--- config.mk ---
export PLATFORM = sky130hd
export DESIGN_NAME = input_cmd_scheduler
export DESIGN_NICKNAME = d
export VERILOG_FILES = /design/src/rtl/input_cmd_scheduler.sv
export SDC_FILE = /design/constraint.sdc
export NUM_CORES = 1
export LEC_CHECK = 0
export ABC_CLOCK_PERIOD_IN_PS = 9700
export BUFFER_PORTS_ARGS = -buffer_cell sky130_fd_sc_hd__buf_2
export CELL_PAD_IN_SITES_DETAIL_PLACEMENT = 0
export CELL_PAD_IN_SITES_GLOBAL_PLACEMENT = 2
export CORE_AREA = 2 2 206 208
export DETAILED_ROUTE_END_ITERATION = 12
export DIE_AREA = 0 0 208 210
export PLACE_DENSITY = 0.65
export SLEW_MARGIN = 20
export SYNTH_ARGS = -nofsm -noshare
export SYNTH_HDL_FRONTEND = slang
export SYNTH_SLANG_ARGS = --single-unit
--- constraint.sdc ---
create_clock -name clk -period 9.7 [get_ports clk]
set_input_delay 1.94 -clock clk [delete_from_list [all_inputs] [get_ports clk]]
set_output_delay 1.94 -clock clk [all_outputs]
set_load 0.1 [all_outputs]
--- src/rtl/input_cmd_scheduler.sv ---
// input_cmd_scheduler
// Turns the held state of five game keys, the current level and a millisecond
// time base into one prioritised valid/ready stream of game commands:
// movement with delayed auto-shift / auto-repeat, rotate, soft/hard drop and
// level-dependent gravity ticks.
module input_cmd_scheduler #(
   parameter int unsigned TICK_DIV     = 100000,
   parameter int unsigned GRAV_BASE_MS = 800,
   parameter int unsigned GRAV_STEP_MS = 50,
   parameter int unsigned GRAV_MIN_MS  = 50,
   parameter int unsigned DAS_MS       = 170,
   parameter int unsigned ARR_MS       = 50,
   parameter logic [8:0]  KEY_LEFT     = 9'h06B,
   parameter logic [8:0]  KEY_RIGHT    = 9'h074,
   parameter logic [8:0]  KEY_ROT      = 9'h075,
   parameter logic [8:0]  KEY_SOFT     = 9'h072,
   parameter logic [8:0]  KEY_HARD     = 9'h029
) (
   input  logic         clk,
   input  logic         rst,
   input  logic [511:0] key_down,
   input  logic [3:0]   level,
   input  logic         game_active,
   output logic         cmd_valid,
   output logic [2:0]   cmd,
   input  logic         cmd_ready
);

   // prescaler width; at least one bit even for a divide-by-one time base
   localparam int PW = (TICK_DIV > 1) ? $clog2(TICK_DIV) : 1;
   localparam logic [PW-1:0] PRESC_LAST = PW'(TICK_DIV - 1);

   // bit positions inside the sampled key vector
   localparam int K_LEFT  = 0;
   localparam int K_RIGHT = 1;
   localparam int K_ROT   = 2;
   localparam int K_SOFT  = 3;
   localparam int K_HARD  = 4;

   // bit positions inside the pending vector (command code = index + 1)
   localparam int P_LEFT  = 0;
   localparam int P_RIGHT = 1;
   localparam int P_ROT   = 2;
   localparam int P_SOFT  = 3;
   localparam int P_HARD  = 4;
   localparam int P_GRAV  = 5;

   localparam logic [2:0] CMD_NONE  = 3'd0;
   localparam logic [2:0] CMD_LEFT  = 3'd1;
   localparam logic [2:0] CMD_RIGHT = 3'd2;
   localparam logic [2:0] CMD_ROT   = 3'd3;
   localparam logic [2:0] CMD_SOFT  = 3'd4;
   localparam logic [2:0] CMD_HARD  = 3'd5;
   localparam logic [2:0] CMD_GRAV  = 3'd6;

   localparam logic [15:0] BASE_C = 16'(GRAV_BASE_MS);
   localparam logic [15:0] STEP_C = 16'(GRAV_STEP_MS);
   localparam logic [15:0] MIN_C  = 16'(GRAV_MIN_MS);
   localparam logic [15:0] DAS_C  = 16'(DAS_MS);
   localparam logic [15:0] RPT_C  = 16'(DAS_MS + ARR_MS);

   // gravity period in ms: base minus level reduction, floored at zero, then
   // clamped to the minimum period
   function automatic logic [15:0] grav_period_f(input logic [3:0] lvl);
      logic [15:0] red;
      logic [15:0] diff;
      red = 16'(lvl) * STEP_C;
      if (red >= BASE_C) begin
         diff = 16'd0;
      end else begin
         diff = BASE_C - red;
      end
      if (diff < MIN_C) begin
         grav_period_f = MIN_C;
      end else begin
         grav_period_f = diff;
      end
   endfunction

   // registered state
   logic [4:0]    key_cur_r;
   logic [4:0]    key_prv_r;
   logic [PW-1:0] presc_r;
   logic [15:0]   grav_cnt_r;
   logic [15:0]   hold_cnt_r [3];
   logic [5:0]    pend_r;
   logic          cmd_valid_r;
   logic [2:0]    cmd_r;

   // combinational helpers
   logic [4:0]    key_s;
   logic [4:0]    edge_s;
   logic          tick_s;
   logic [15:0]   grav_period_s;
   logic [15:0]   grav_nxt_s;
   logic          grav_fire_s;
   logic [2:0]    rep_held_s;
   logic [2:0]    rep_edge_s;
   logic [2:0]    rep_en_s;
   logic          lr_both_s;
   logic [15:0]   hold_nxt_s [3];
   logic [2:0]    rep_fire_s;
   logic [5:0]    ev_s;
   logic          load_s;
   logic [2:0]    sel_cmd_s;
   logic [5:0]    sel_clr_s;
   logic [5:0]    pend_nxt_s;
   logic          grav_clr_s;
   logic          key_unused_s;

   // only five scan codes matter; the rest of the key map is intentionally ignored
   assign key_unused_s = ^key_down;

   assign key_s = {key_down[KEY_HARD], key_down[KEY_SOFT], key_down[KEY_ROT],
                   key_down[KEY_RIGHT], key_down[KEY_LEFT]};

   assign edge_s        = key_cur_r & ~key_prv_r;
   assign tick_s        = game_active & (presc_r == PRESC_LAST);
   assign grav_period_s = grav_period_f(level);

   // auto-repeat keys in slot order: 0 LEFT, 1 RIGHT, 2 SOFT_DROP
   assign lr_both_s  = key_cur_r[K_LEFT] & key_cur_r[K_RIGHT];
   assign rep_held_s = {key_cur_r[K_SOFT], key_cur_r[K_RIGHT], key_cur_r[K_LEFT]};
   assign rep_edge_s = {edge_s[K_SOFT], edge_s[K_RIGHT], edge_s[K_LEFT]};
   assign rep_en_s   = {1'b1, ~lr_both_s, ~lr_both_s};

   assign cmd_valid = cmd_valid_r;
   assign cmd       = cmd_r;

   // hold counters: restart on press, count ticks while held, fire at DAS then every ARR
   always_comb begin
      rep_fire_s = 3'b000;
      for (int i = 0; i < 3; i++) begin
         hold_nxt_s[i] = hold_cnt_r[i];
         if (!rep_held_s[i] || rep_edge_s[i] || !rep_en_s[i]) begin
            hold_nxt_s[i] = 16'd0;
         end else if (tick_s) begin
            if ((hold_cnt_r[i] + 16'd1) == DAS_C) begin
               hold_nxt_s[i] = hold_cnt_r[i] + 16'd1;
               rep_fire_s[i] = 1'b1;
            end else if ((hold_cnt_r[i] + 16'd1) == RPT_C) begin
               // fold back to DAS so each further ARR interval fires again
               hold_nxt_s[i] = DAS_C;
               rep_fire_s[i] = 1'b1;
            end else begin
               hold_nxt_s[i] = hold_cnt_r[i] + 16'd1;
            end
         end else begin
            hold_nxt_s[i] = hold_cnt_r[i];
         end
      end
   end

   // new events this cycle, one bit per command
   always_comb begin
      ev_s          = 6'b000000;
      ev_s[P_LEFT]  = edge_s[K_LEFT]  | rep_fire_s[0];
      ev_s[P_RIGHT] = edge_s[K_RIGHT] | rep_fire_s[1];
      ev_s[P_ROT]   = edge_s[K_ROT];
      ev_s[P_SOFT]  = edge_s[K_SOFT]  | rep_fire_s[2];
      ev_s[P_HARD]  = edge_s[K_HARD];
      ev_s[P_GRAV]  = grav_fire_s;
   end

   // fixed-priority pick of the pending command and the flags it retires
   always_comb begin
      sel_cmd_s = CMD_NONE;
      sel_clr_s = 6'b000000;
      if (pend_r[P_HARD]) begin
         sel_cmd_s = CMD_HARD;
         sel_clr_s[P_HARD] = 1'b1;
         // a hard drop makes any queued soft drop or gravity step meaningless
         sel_clr_s[P_SOFT] = 1'b1;
         sel_clr_s[P_GRAV] = 1'b1;
      end else if (pend_r[P_ROT]) begin
         sel_cmd_s = CMD_ROT;
         sel_clr_s[P_ROT] = 1'b1;
      end else if (pend_r[P_LEFT]) begin
         sel_cmd_s = CMD_LEFT;
         sel_clr_s[P_LEFT] = 1'b1;
      end else if (pend_r[P_RIGHT]) begin
         sel_cmd_s = CMD_RIGHT;
         sel_clr_s[P_RIGHT] = 1'b1;
      end else if (pend_r[P_SOFT]) begin
         sel_cmd_s = CMD_SOFT;
         sel_clr_s[P_SOFT] = 1'b1;
      end else if (pend_r[P_GRAV]) begin
         sel_cmd_s = CMD_GRAV;
         sel_clr_s[P_GRAV] = 1'b1;
      end else begin
         sel_cmd_s = CMD_NONE;
         sel_clr_s = 6'b000000;
      end
   end

   // output-load decision, pending update and gravity counter update
   always_comb begin
      load_s     = ~cmd_valid_r | cmd_ready;
      grav_clr_s = 1'b0;
      pend_nxt_s = pend_r | ev_s;
      if (load_s) begin
         // events landing on a flag being retired this cycle keep it set
         pend_nxt_s = (pend_r & ~sel_clr_s) | ev_s;
         case (sel_cmd_s)
            CMD_HARD: grav_clr_s = 1'b1;
            CMD_SOFT: grav_clr_s = 1'b1;
            default:  grav_clr_s = 1'b0;
         endcase
      end else begin
         pend_nxt_s = pend_r | ev_s;
      end

      grav_fire_s = 1'b0;
      grav_nxt_s  = grav_cnt_r;
      if (tick_s) begin
         if (({1'b0, grav_cnt_r} + 17'd1) >= {1'b0, grav_period_s}) begin
            grav_fire_s = 1'b1;
            grav_nxt_s  = 16'd0;
         end else begin
            grav_nxt_s  = grav_cnt_r + 16'd1;
         end
      end else begin
         grav_nxt_s = grav_cnt_r;
      end
      if (grav_clr_s) begin
         grav_nxt_s = 16'd0;
      end else begin
         grav_nxt_s = grav_nxt_s;
      end
   end

   // state registers; pausing flushes everything except the key history so
   // keys already held when play resumes do not look like fresh presses
   always_ff @(posedge clk) begin
      if (rst) begin
         key_cur_r   <= 5'b00000;
         key_prv_r   <= 5'b00000;
         presc_r     <= '0;
         grav_cnt_r  <= 16'd0;
         for (int i = 0; i < 3; i++) begin
            hold_cnt_r[i] <= 16'd0;
         end
         pend_r      <= 6'b000000;
         cmd_valid_r <= 1'b0;
         cmd_r       <= CMD_NONE;
      end else if (!game_active) begin
         key_cur_r   <= key_s;
         key_prv_r   <= key_cur_r;
         presc_r     <= '0;
         grav_cnt_r  <= 16'd0;
         for (int i = 0; i < 3; i++) begin
            hold_cnt_r[i] <= 16'd0;
         end
         pend_r      <= 6'b000000;
         cmd_valid_r <= 1'b0;
         cmd_r       <= CMD_NONE;
      end else begin
         key_cur_r  <= key_s;
         key_prv_r  <= key_cur_r;
         if (presc_r == PRESC_LAST) begin
            presc_r <= '0;
         end else begin
            presc_r <= presc_r + PW'(1);
         end
         grav_cnt_r <= grav_nxt_s;
         for (int i = 0; i < 3; i++) begin
            hold_cnt_r[i] <= hold_nxt_s[i];
         end
         pend_r <= pend_nxt_s;
         if (load_s) begin
            cmd_valid_r <= (sel_cmd_s != CMD_NONE);
            cmd_r       <= sel_cmd_s;
         end
      end
   end

endmodule

==> results.txt <==
- The run finished with clean final reports.
* Die Y: between 200 and 250 um
* Routed wirelength normalized by instance count: between 10 and 15 um
* Detail-routed via count per cell: 4.12
* Class of the tightest hold or removal check: reg2reg
* Hold violation count in the final report: 0
* Placeable core region: a little over 40,000 um2
- Cell chosen for the clock root: clkbuf_16
- Number of hold-repair buffers added at the cts stage: 0
* Sink count of the clock tree: approximately 100
- The synthesized netlist occupies a cell area of roughly 6700 um2.
- Multiplexer cells account for 0.634% of the synthesized area.
- PortBufs: 16
- Overflow left after global routing: 0
- Nature of the critical path endpoint: flip-flop
- STA puts the critical path data required time at approximately 10000 ps.
- Final WL: 16.2 mm
- The net count of the finished layout is around 1,300.
- Final Instance Count excl. Fillers: 1,304
- Final worst path period share: 68.3%
- Area fraction in compound gates after synthesis: 13.5%
* Horizontal extent of the die: 208 um
* Vias in the first global route: around 5,200
- Crit path time final: 6620 ps
- In this run the number of cells on the critical path is 19.
- Maximum net fanout on the critical path: 18
- Count of instances resized after the clock tree is built: 0
- On the critical path the largest part of the delay comes from compound AO/OA/AOI/OAI gates.
* Die Area: about 44,000 um2
- Arrival time reported for the critical path endpoint: 6900 ps
- Maximum level of the CTS H-tree: 3
* Post-synthesis instance total: about 760
- Longest Clk Path Bufs: 2
- Measured against its own limit, the worst slew margin works out to approximately two fifths.
- In this run, synthesis produced a sequential element count of 101.
- The initialized floorplan defines 75 standard-cell rows.
- The number of setup buffers added after CTS is 0.
- Final core occ: 18.4%
- Clock tree from TritonCTS: yes
* Antenna violations before repair: 0
* Area of all placed cells without fillers: 7640 um2
- Synth Flop Type: dfxtp_1
- In this run the count of I/O pins placed on the die edge is around 520.
* Max Cap Viol: 0
* Cell chain of the critical path: buf_2 -> inv_1 -> ha_1 -> ha_1 -> inv_1 -> fa_1 -> xor2_1 -> nand2_1 -> or3_1 -> a311oi_1 -> a211o_1 -> a21boi_0 -> ha_1 -> o21ai_0 -> a21oi_1 -> o2111ai_1 -> a21o_1 -> nand4_1 -> o22ai_1
* Unrepaired setup endpoints after global routing: no
- Of the total synthesized cell area, the portion taken by AND, OR, NAND and NOR gates is 26.9%.
- Of the cells placed in the final design, the portion with a size suffix greater than 1 is about 6.7%.
- The max-slew violation count was 0.
- Across the VDD grid, the largest voltage drop is 0.0797 mV.
- Number of flops mapped to enable cells by yosys: 48
- Number of antenna diodes: 0
* Largest net degree at the start of global routing: 19
- Number of buffers and inverters on the critical path: 3
- For this block, the initial DRC count from the detailed router was 391.
* Number of cells in the design after placement: ~1,300
- Area share of fa/ha/maj cells after synthesis: 7.01%
* Max Freq: 0.151 GHz
- Of all flip-flops after synthesis, the portion carrying an async set or reset was 0%.
- Antenna Nets Post-Route: 0
- The synthesized netlist devotes 10.7% of its cell area to XOR and XNOR gates.
- Once the floorplan was initialized, standard cells occupied 16.2% of the core.
- Before antenna repair, the detailed router went through 5 iterations.
- Num CTS Buffers: 9
- Post-CTS clock slew at the launch and capture registers of the worst setup and hold paths: about 80 ps
* Cell area after placement: 7350 um2
- The startpoint identified for the worst register-to-register timing path is grav_cnt_r[0]$_SDFFE_PP0P_.
- Worst setup path endpoint: grav_cnt_r[5]$_SDFFE_PP0P_
- Detailed placement ended at an HPWL of 11.7 mm.
- Reported leakage power: 0.00256 uW
- In this run the critical register-to-register path is captured at grav_cnt_r[5]$_SDFFE_PP0P_.
- Detailed-route DRC error count: 0
- The worst register-to-register path has a depth of 12.
* Clock tree skew after final layout: 9.62 ps
- Number of vias in the routed layout: 5,368
- Critical-path cell with the highest stage delay: a21o_1
- Syn avg cell area: 8.84 um2
- For the pin with the worst max-slew slack, the measured transition is 869 ps.
- Dominant combinational cell family by area after synthesis: simple AND/OR/NAND/NOR gates
* Share of synthesized area occupied by flip-flops and latches: between 30% and 40%
* Reg-to-reg slack, setup: 5320 ps
- Area added between synthesis and finish: 13.9%
- Category of the worst setup path launch point: input port
* Fill count: around 4,700
* Critical path start-end classification: in2reg
- In this run the power density over the cells is 118 nW/um2.
- Wire length of the first global-routing pass: 27.3 mm
- Count of warnings emitted by yosys: 0
* Global-route total usage across every layer: 7.57%
* Worst skew pair latency: 360 ps
- At the end of routability-driven placement, the weighted congestion stood at 0.727.
- Number of failing setup endpoints in the final timing report: 0
- CP dominant cell by count: ha_1
- For this run, the slowest stage of the critical path takes between 500 and 600 ps.
- Library cells used by synthesis: 77
* Launch point of the worst path: level[0]
- After routing, the total negative slack on setup checks comes to 0 ps.
## sequential cells by signal (all words and copies together), names as in the netlist
name	count
key_cur_r	5
presc_r	17
cmd_valid	1
hold_cnt_r	48
cmd	3
grav_cnt_r	16
pend_r	6
key_prv_r	5
## metrics by stage
stage               hold WS (ps)  total power [uW]  worst slack (ps)
finish                       462               903              3080
global route                 488               947              2650
CTS                          467               919              3060
detailed placement           450               553              2670
global placement             444               554              2690
floorplan                    426               531              3880
## cells in the final DEF (no fill, tap or decap), types with 4 or more instances in the layout
master / count
clkbuf_16: 9
nor3_1: 29
a21boi_0: 4
a21oi_1: 29
nand2_1: 57
buf_2: 16
or3_1: 13
nand3_1: 40
and4_1: 9
o21a_1: 4
nand4_1: 20
nor3b_1: 4
o31a_1: 4
o211ai_1: 4
nor2_1: 72
and2_1: 8
xnor2_1: 48
xor2_1: 31
o21ai_0: 21
dfxtp_1: 53
edfxtp_1: 48
or4_1: 5
ha_1: 36
and3_1: 14
nand2b_1: 12
o22ai_1: 15
a41oi_1: 6
inv_1: 32
nor2b_1: 24
nor4_1: 7
conb_1: 6
a31oi_1: 16
## cells in the mapped netlist, drive strengths merged (4+ instances only)
library cell | count | area share [%]
nor4 | 8 | 0.97
o21ai | 22 | 1.7
xor2 | 31 | 4.0
o31a | 4 | 0.52
dfxtp | 53 | 16
o21a | 4 | 0.45
buf | 12 | 0.95
nand3 | 40 | 3.0
and3 | 14 | 1.3
o22ai | 15 | 1.4
o211ai | 5 | 0.63
clkbuf | 21 | 1.2
ha | 36 | 6.7
nand2 | 57 | 3.2
or3 | 13 | 1.2
and4 | 10 | 1.3
nor2 | 72 | 4.0
nor2b | 24 | 2.2
xnor2 | 48 | 6.3
inv | 32 | 1.8
and2 | 8 | 0.75
a21oi | 29 | 2.2
or4 | 7 | 0.90
nand4 | 21 | 2.1
a31oi | 16 | 1.5
nor3 | 29 | 2.2
a41oi | 6 | 0.78
a21boi | 4 | 0.45
nand2b | 12 | 1.1
nor3b | 4 | 0.45
edfxtp | 48 | 21
## power by group
part / internal [uW] / switching [uW]
clock network: 179 / 182
registers: 447 / 4.56
logic: 38.3 / 53.0
total: 663 / 239
## worst min path at each step
stage	start	to	slack, ps	cells past startpoint
5_1_grt	key_cur_r[3]$_SDFF_PP0_	key_prv_r[3]$_SDFF_PP0_	490	1
2_1_floorplan	presc_r[0]$_SDFF_PP0_	presc_r[0]$_SDFF_PP0_	430	1
6_report	presc_r[0]$_SDFF_PP0_	presc_r[0]$_SDFF_PP0_	460	1
3_5_place_dp	presc_r[0]$_SDFF_PP0_	presc_r[0]$_SDFF_PP0_	450	1
3_3_place_gp	presc_r[0]$_SDFF_PP0_	presc_r[0]$_SDFF_PP0_	440	1
4_1_cts	presc_r[0]$_SDFF_PP0_	presc_r[0]$_SDFF_PP0_	470	1
## cell type report
cell class              instances  area [um2]  share of cell area, %
clock buffers                   9         225                   2.95
clock inverters                 7        60.1                  0.786
inverters                      32         120                   1.57
multi-input cells             598        3960                   51.9
flip-flops and latches        101        2500                   32.8
well taps                     539         674                   8.83
repair buffers                 18        95.1                   1.25
## routing by layer
layer | part of all wire (%) | GRT usage, %
met1 | 50 | 10.2
met2 | 47 | 12.6
met3 | 2.6 | 1.36
met4 | 0.89 | 1.79
met5 | 0 | 0
## cells by family (layout without fill, tap and decap cells)
kind of cell,count (synthesis),in the layout
and+or+nand+nor,336,336
AOI/OAI and AO/OA,135,135
DFF,101,101
xor gates and xnor gates,80,80
buffers and inverters,65,66
adders and majority gates,37,37
muxes,4,4
other,1,6
Power figures use the tool's default switching activity.
